==> src/rtl/rx_fifo_ctrl.sv <==
// -----------------------------------------------------------------------------
// rx_fifo_ctrl
//   Sequencer between the UART receiver and the host logic.
//   - Completes the receiver's four-phase req/ack handshake.
//   - Captures each received byte into a show-ahead FIFO.
//   - Presents the FIFO head on a valid/ready stream.
//   - Reports overrun (byte dropped on a full FIFO), handshake timeout,
//     FIFO fill level and a count of accepted bytes.
//
// Parameters
//   DEPTH        FIFO entries; power of 2, at least 2
//   ACK_TIMEOUT  max cycles rx_ack may wait for rx_req to fall (12-bit counter)
//
// Ports
//   clk       in   system clock, all logic on posedge
//   clr       in   synchronous reset, active-high, overrides every other input
//   en        in   1 = accept bytes; 0 = leave rx_req unanswered
//   rx_req    in   byte-ready request from the receiver
//   rx_data   in   received byte, stable while rx_req=1
//   rx_ack    out  acknowledge to the receiver (registered)
//   m_data    out  FIFO head byte (don't-care while m_valid=0)
//   m_valid   out  FIFO not empty
//   m_ready   in   consumer takes the head byte when m_valid && m_ready
//   level     out  FIFO occupancy, 0..DEPTH
//   overrun   out  sticky: at least one byte was dropped
//   hs_err    out  sticky: handshake timeout occurred
//   err_clr   in   clears overrun/hs_err; a simultaneous set wins
//   byte_cnt  out  bytes accepted into the FIFO, wraps 0xFFFF -> 0
// -----------------------------------------------------------------------------
module rx_fifo_ctrl #(
   parameter int DEPTH       = 16,
   parameter int ACK_TIMEOUT = 4095
) (
   input  logic                      clk,
   input  logic                      clr,
   input  logic                      en,
   input  logic                      rx_req,
   input  logic [7:0]                rx_data,
   output logic                      rx_ack,
   output logic [7:0]                m_data,
   output logic                      m_valid,
   input  logic                      m_ready,
   output logic [$clog2(DEPTH):0]    level,
   output logic                      overrun,
   output logic                      hs_err,
   input  logic                      err_clr,
   output logic [15:0]               byte_cnt
);

   localparam int PW = $clog2(DEPTH);
   localparam int LW = PW + 1;

   localparam logic [LW-1:0] LVL_FULL = LW'(DEPTH);
   localparam logic [LW-1:0] LVL_ONE  = LW'(1);
   localparam logic [LW-1:0] LVL_ZERO = LW'(0);
   localparam logic [PW-1:0] PTR_ONE  = PW'(1);
   localparam logic [PW-1:0] PTR_ZERO = PW'(0);
   localparam logic [11:0]   TMO_MAX  = 12'(ACK_TIMEOUT);

   typedef enum logic [1:0] {
      ST_IDLE = 2'd0,
      ST_ACK  = 2'd1,
      ST_ERR  = 2'd2
   } state_t;

   // Handshake state
   state_t            state_r;
   logic              rx_ack_r;
   logic [11:0]       tmo_r;
   logic              hs_err_r;

   // FIFO storage and bookkeeping
   logic [7:0]        mem_r [DEPTH];
   logic [PW-1:0]     wr_ptr_r;
   logic [PW-1:0]     rd_ptr_r;
   logic [LW-1:0]     level_r;
   logic              m_valid_r;
   logic              overrun_r;
   logic [15:0]       byte_cnt_r;

   // Per-cycle decisions
   logic              capture_s;
   logic              pop_s;
   logic              push_s;
   logic              drop_s;
   logic              hs_set_s;
   logic [LW-1:0]     level_nxt_s;

   // Capture/push/pop decisions and next FIFO level
   always_comb begin
      capture_s   = 1'b0;
      pop_s       = 1'b0;
      push_s      = 1'b0;
      drop_s      = 1'b0;
      hs_set_s    = 1'b0;
      level_nxt_s = level_r;

      // One capture per handshake: only the IDLE cycle that answers rx_req.
      if (!clr && (state_r == ST_IDLE) && en && rx_req) begin
         capture_s = 1'b1;
      end else begin
         capture_s = 1'b0;
      end

      // Pop with an empty FIFO is ignored.
      pop_s = m_valid_r && m_ready;

      // A full FIFO can still take the byte when the head leaves this cycle.
      if (capture_s && ((level_r < LVL_FULL) || pop_s)) begin
         push_s = 1'b1;
      end else begin
         push_s = 1'b0;
      end

      // The ack proceeds even when the byte is dropped, so the receiver never stalls.
      drop_s = capture_s && !push_s;

      if ((state_r == ST_ACK) && rx_req && (tmo_r == TMO_MAX)) begin
         hs_set_s = 1'b1;
      end else begin
         hs_set_s = 1'b0;
      end

      if (push_s && !pop_s) begin
         level_nxt_s = level_r + LVL_ONE;
      end else if (!push_s && pop_s) begin
         level_nxt_s = level_r - LVL_ONE;
      end else begin
         level_nxt_s = level_r;
      end
   end

   // Handshake FSM with registered rx_ack, timeout counter and sticky hs_err
   always_ff @(posedge clk) begin
      if (clr) begin
         state_r  <= ST_IDLE;
         rx_ack_r <= 1'b0;
         tmo_r    <= 12'd0;
         hs_err_r <= 1'b0;
      end else begin
         case (state_r)
            ST_IDLE: begin
               if (capture_s) begin
                  rx_ack_r <= 1'b1;
                  tmo_r    <= 12'd0;
                  state_r  <= ST_ACK;
               end else begin
                  rx_ack_r <= 1'b0;
               end
            end
            ST_ACK: begin
               // en is not looked at here: an open handshake always completes.
               if (!rx_req) begin
                  rx_ack_r <= 1'b0;
                  state_r  <= ST_IDLE;
               end else if (tmo_r == TMO_MAX) begin
                  rx_ack_r <= 1'b0;
                  state_r  <= ST_ERR;
               end else begin
                  tmo_r <= tmo_r + 12'd1;
               end
            end
            ST_ERR: begin
               // Wait for the receiver to release rx_req; nothing is captured here.
               rx_ack_r <= 1'b0;
               if (!rx_req) begin
                  state_r <= ST_IDLE;
               end else begin
                  state_r <= ST_ERR;
               end
            end
            default: begin
               rx_ack_r <= 1'b0;
               state_r  <= ST_IDLE;
            end
         endcase

         // Setting wins over a simultaneous clear.
         if (hs_set_s) begin
            hs_err_r <= 1'b1;
         end else if (err_clr) begin
            hs_err_r <= 1'b0;
         end else begin
            hs_err_r <= hs_err_r;
         end
      end
   end

   // FIFO pointers, level, valid flag, overrun flag and accepted-byte counter
   always_ff @(posedge clk) begin
      if (clr) begin
         wr_ptr_r   <= PTR_ZERO;
         rd_ptr_r   <= PTR_ZERO;
         level_r    <= LVL_ZERO;
         m_valid_r  <= 1'b0;
         overrun_r  <= 1'b0;
         byte_cnt_r <= 16'd0;
      end else begin
         // Pointers wrap modulo DEPTH through natural PW-bit overflow.
         if (push_s) begin
            wr_ptr_r   <= wr_ptr_r + PTR_ONE;
            byte_cnt_r <= byte_cnt_r + 16'd1;
         end else begin
            wr_ptr_r   <= wr_ptr_r;
            byte_cnt_r <= byte_cnt_r;
         end

         if (pop_s) begin
            rd_ptr_r <= rd_ptr_r + PTR_ONE;
         end else begin
            rd_ptr_r <= rd_ptr_r;
         end

         level_r   <= level_nxt_s;
         m_valid_r <= (level_nxt_s != LVL_ZERO);

         // Setting wins over a simultaneous clear.
         if (drop_s) begin
            overrun_r <= 1'b1;
         end else if (err_clr) begin
            overrun_r <= 1'b0;
         end else begin
            overrun_r <= overrun_r;
         end
      end
   end

   // FIFO storage; contents need no reset because the pointers define validity
   always_ff @(posedge clk) begin
      if (push_s) begin
         mem_r[wr_ptr_r] <= rx_data;
      end
   end

   assign rx_ack   = rx_ack_r;
   assign m_data   = mem_r[rd_ptr_r];
   assign m_valid  = m_valid_r;
   assign level    = level_r;
   assign overrun  = overrun_r;
   assign hs_err   = hs_err_r;
   assign byte_cnt = byte_cnt_r;

endmodule

==> config.mk <==
export PLATFORM = sky130hd
export DESIGN_NAME = rx_fifo_ctrl
export DESIGN_NICKNAME = d
export VERILOG_FILES = /design/src/rtl/rx_fifo_ctrl.sv
export SDC_FILE = /design/constraint.sdc
export NUM_CORES = 1
export LEC_CHECK = 0
export CORE_MARGIN = 5
export CORE_UTILIZATION = 32
export CTS_CLUSTER_DIAMETER = 150
export DETAILED_ROUTE_END_ITERATION = 6
export GPL_ROUTABILITY_DRIVEN = 0
export PLACE_DENSITY = 0.54
export SYNTH_ARGS = -nofsm -noshare
export SYNTH_HDL_FRONTEND = slang
export SYNTH_SLANG_ARGS = --single-unit
==> constraint.sdc <==
create_clock -name clk -period 3.3 [get_ports clk]
set_clock_uncertainty 0.05 [all_clocks]
set_input_delay 0.33 -clock clk [delete_from_list [all_inputs] [get_ports clk]]
set_output_delay 0.33 -clock clk [all_outputs]
set_load 0.03 [all_outputs]
Word level (Yosys, flattened, before mapping)
Memories as Yosys holds them, arrays and structs flattened. A register that Yosys moved wholly into a read port is not among the register bits.
Cells that the tools add are included.
{"block": "op_classes", "n_addsub": 6, "n_lt_le_gt_ge": 1, "n_eq_ne": 7, "muxes": 25, "reduce_logical": 21}
{"op": "two-way mux 12 bit", "n": 3}
{"op": "one-hot mux 12 bit (2 select lines)", "n": 1}
{"op": "adder 16 x 1 -> 16 bit, second input constant", "n": 1}
{"op": "adder 12 x 1 -> 12 bit, second input constant", "n": 1}
{"op": "== test 12 bit, second input constant", "n": 1}
{"op": "two-way mux 1 bit", "n": 11}
{"op": "logical AND 1 bit", "n": 10}
{"op": "two-way mux 5 bit", "n": 2}
{"op": "adder 4 x 1 -> 4 bit, second input constant", "n": 2}
{"op": "two-way mux 2 bit", "n": 4}
{"op": "two-way mux 4 bit", "n": 2}
{"op": "!= test 2 bit, second input constant", "n": 3}
{"op": "one-hot mux 2 bit (3 select lines)", "n": 1}
{"op": "nonzero test 2 bit", "n": 3}
{"op": "adder 5 x 1 -> 5 bit, second input constant", "n": 1}
{"op": "less-than comparator 5 bit, second input constant", "n": 1}
{"op": "nonzero test 5 bit", "n": 1}
{"op": "subtractor 5 x 1 -> 5 bit, second input constant", "n": 1}
{"op": "AND reduction 4 bit", "n": 1}
{"op": "zero test 1 bit", "n": 3}
{"op": "!= test 3 x 2 -> 1 bit, second input constant", "n": 1}
{"op": "== test 2 x 1 -> 1 bit, second input constant", "n": 1}
{"op": "== test 2 bit, second input constant", "n": 1}
{"op": "zero test 2 bit", "n": 1}
{"op": "other kinds (3)", "n": 3}
{"block": "word_totals", "regBits": 47, "ramBits": 128, "wordCells": 71, "n_memories": 1}
{"memory": "mem_r", "depth": 16, "word_bits": 8, "rd": 1, "rd_ports_with_merged_regs": 1, "wr": 1, "line": "73", "source": "logic [7:0] mem_r [DEPTH];"}

Longest topological paths before layout
{"block": "depth", "depth_word": 12, "mapped_depth": 9}

Least setup slack after synthesis
OpenSTA, ideal clock, no wires.
{"block": "synth_timing", "path_kind": "flip-flop to flip-flop", "startpoint": "reg state_r[0]", "endpoint": "mem mem_r[0][0], enable pin", "setup_time_ps": 383, "arrival_ps": 2106, "setup_slack_ps": 761, "path_stages_with_launch": 9, "path_buffers": 2, "path_cell_list": "dfxtp_1 -> inv_1 -> ha_1 -> nand4b_1 -> buf_2 -> nor2_1 -> buf_2 -> nand2_1 -> nor3_1"}
{"block": "synth_via", "elab_chain_len": 9}
{"element": "start: declaration", "line": "67", "source": "state_t state_r;"}
{"element": "start signal: assignment", "line": "136", "source": "state_r <= ST_IDLE;"}
{"element": "start signal: assignment", "line": "146", "source": "state_r <= ST_ACK;"}
{"element": "start signal: assignment", "line": "155", "source": "state_r <= ST_IDLE;"}
{"element": "zero test 2 bit", "line": "99", "source": "if (!clr && (state_r == ST_IDLE) && en && rx_req) begin"}
{"element": "logical AND 1 bit (3 in series)", "line": "99"}
{"element": "two-way mux 1 bit", "line": "99"}
{"element": "logical AND 1 bit", "line": "109", "source": "if (capture_s && ((level_r < LVL_FULL) || pop_s)) begin"}
{"element": "two-way mux 1 bit", "line": "109"}
{"element": "two-way mux 1 bit", "line": "230", "source": "if (push_s) begin"}
{"element": "two-way mux 1 bit (not written as such)", "line": "231", "source": "mem_r[wr_ptr_r] <= rx_data;"}
{"element": "end: declaration", "line": "73"}
No other way between the ends.

==> impl_metrics.csv <==
group,metric,value,unit
power_and_ir_drop,powerDensity,628,nW/um2
cells_and_area,diodes,0,
timing,min_period,3150,ps
timing,period_share,0.954,
clocking,cts-resized-gates,0,
timing,setup_viol,0,
floorplan,design.core.area,22500,um2
floorplan,start_util,0.323,
routing,drt_wl_total,15300,um
yosys,yosys_register_bits,179,
cells_and_area,n_fill_cell,2072,
routing,vias,4149,
cells_and_area,nets,555,
routing,maxUsedRoutingLayer,"met4",
job,maxCapViolCount,0,
placement,post-dp-hpwl,9730,um
yosys,synth-async-reset-ratio,0,
routing,wl_met1,7020,um
floorplan,ioPinCount,47,
timing,rsz0062_at_grt,"no",
clocking,root_buffer,"clkbuf_16",
clocking,cts_made_buffers,17,
global_routing,grt_max_degree,44,
yosys,syn_area,7270,um2
routing,wl_met3,697,um
worst_setup_path,crit_arrival,2770,ps
timing,max_freq,318,MHz
clocking,cts_sinks,179,
global_routing,grt_pass1_vias,4230,
global_routing,antenna_found_initial,0,
worst_setup_path,worstPathMaxFanout,32,
global_routing,grt_pass1_wl,23900,um
worst_setup_path,worst_setup_path_start_kind,"flip-flop",
timing,drv_slew,0,
routing,wl_met2,7430,um
floorplan,die_x,161,um
yosys,ys.flop_type,"edfxtp_1",
cells_and_area,fin_util,0.386,
cells_and_area,layout_common_cells,"edfxtp_1, nor2_1, dfxtp_1",
clocking,clk_latency,430,ps
clocking,clk_pin_slew,70,ps
worst_setup_path,rr_worst_depth,6,
yosys,synth_edf_count,128,
routing,first_pass_iters,4,
clocking,post_cts.repair.setup_buffers,0,
worst_hold_path,hold_path_depth,2,
worst_hold_path,hold_class,"flip-flop to flip-flop",
global_routing,globalRouteOverflowTotal,0,
routing,wl_per_cell,18.5,um
clocking,postCtsHoldBufs,0,
power_and_ir_drop,p_leak,2.76,nW
worst_setup_path,path_class,"flip-flop to output pin",
cells_and_area,layout_commonest_cell,"edfxtp_1",
yosys,yosysUniqueCellTypes,43,
timing,tightest_slew,1060,ps
timing,relSlewSlack,0.290,
routing,vias_per_cell,5.02,
yosys,synth_cells,472,
clocking,cts_tree,"yes",
floorplan,floorplan.die_area,25800,um2
floorplan,placementRows,55,
timing,tns,0,ps
clocking,cts_buffer_depth,2,
cells_and_area,drive_above_1_share,0.161,
yosys,yosys_warnings,0,
global_routing,grt_util_all_layers,0.121,
worst_setup_path,cp-end-kind,"output pin",
worst_setup_path,required,2920,ps
routing,antenna_left,0,
yosys,synth_area_per_cell,15.4,um2
timing,holdWs,422,ps
yosys,syn-num-nets,499,
timing,hold_viol,0,
run_status,status,"finished, final reports clean",
cells_and_area,area_growth,19.5,%
clocking,htreeDepth,4,
floorplan,die_y,161,um
routing,drc,0,
routing,drt_iter0_markers,242,
yosys,synth_seq_area_share,0.669,
power_and_ir_drop,peakVddDrop,0.408,mV
placement,io_buffer_count,46,
[power breakdown]
group / switching, mW / internal, mW
Sequential: 0.0689 / 2.46
Combinational: 0.487 / 0.432
Clock: 0.929 / 1.08
[layer usage]
metal  up-vias  track usage
met2        94        0.192
met4         0       0.0345
met3        11       0.0349
li1       1916            -
met5         -            0
met1      2128        0.163
[final cells by class]
| cell class | count | area [um2] | area share |
|---|---|---|---|
| multi-input combinational | 265 | 2290 | 0.264 |
| clock inverter | 15 | 161 | 0.0186 |
| clock buffer | 17 | 425 | 0.0490 |
| sequential | 179 | 4870 | 0.560 |
| tap | 285 | 357 | 0.0410 |
| timing repair buffer | 58 | 563 | 0.0648 |
| inverter | 7 | 26.3 | 0.00302 |
[worst max-delay path, stage by stage (launching register included)]
cell	delay (ps)
dfxtp_2	340
buf_12	270
mux4_2	560
mux4_2	530
clkdlybuf4s50_1	630
[Yosys cell counts, drive strengths merged (2+ instances only)]
| master | instances | area, um2 |
|---|---|---|
| a21oi | 10 | 53.8 |
| a22oi | 2 | 15.0 |
| and3 | 6 | 37.5 |
| buf | 10 | 46.3 |
| clkbuf | 11 | 41.3 |
| dfxtp | 51 | 1020 |
| edfxtp | 128 | 3840 |
| ha | 13 | 163 |
| inv | 7 | 26.3 |
| mux2i | 4 | 40.0 |
| mux4 | 40 | 901 |
| nand2 | 25 | 93.8 |
| nand2b | 4 | 25.0 |
| nand3 | 15 | 75.1 |
| nand4 | 14 | 87.6 |
| nand4b | 3 | 26.3 |
| nor2 | 58 | 218 |
| nor2b | 2 | 12.5 |
| nor3 | 9 | 45.0 |
| nor4 | 7 | 65.1 |
| o21ai | 6 | 30.0 |
| or3 | 2 | 12.5 |
| xnor2 | 8 | 70.1 |
| xor2 | 23 | 201 |
[path summary, 6_finish.rpt]
path,startpoint,endpoint,slack (ps)
worst min register to register,hs_err,hs_err,420
worst max-delay path,flip-flop,m_data[3],150
worst min-delay path,hs_err,hs_err,420
worst max register to register,state_r[1],mem_r[6][3],620
[metrics by stage]
step	total power, mW	worst slack [ps]	instances	cell area [um2]
floorplan	3.21	761	472	7270
global placement	3.51	453	794	8100
detailed placement	3.51	339	794	8100
CTS	5.52	105	826	8690
global route	5.69	54.2	826	8690
finish	5.46	153	826	8690
[cells by family after synthesis]
group | synth area share
DFF | 0.669
xor gates and xnor gates | 0.0374
and+or+nand+nor | 0.102
buffers and inverters | 0.0157
muxes | 0.129
adders and majority gates | 0.0224
AOI/OAI and AO/OA | 0.0238
[state kept, by name (all words and copies together), names as in the netlist, named ones only]
name,cells
tmo_r,12
m_valid,1
rx_ack,1
overrun,1
state_r,2
mem_r,128
rd_ptr_r,4
level,5
hs_err,1
wr_ptr_r,4
byte_cnt,16
No activity file was read; power rests on OpenSTA's default activity.
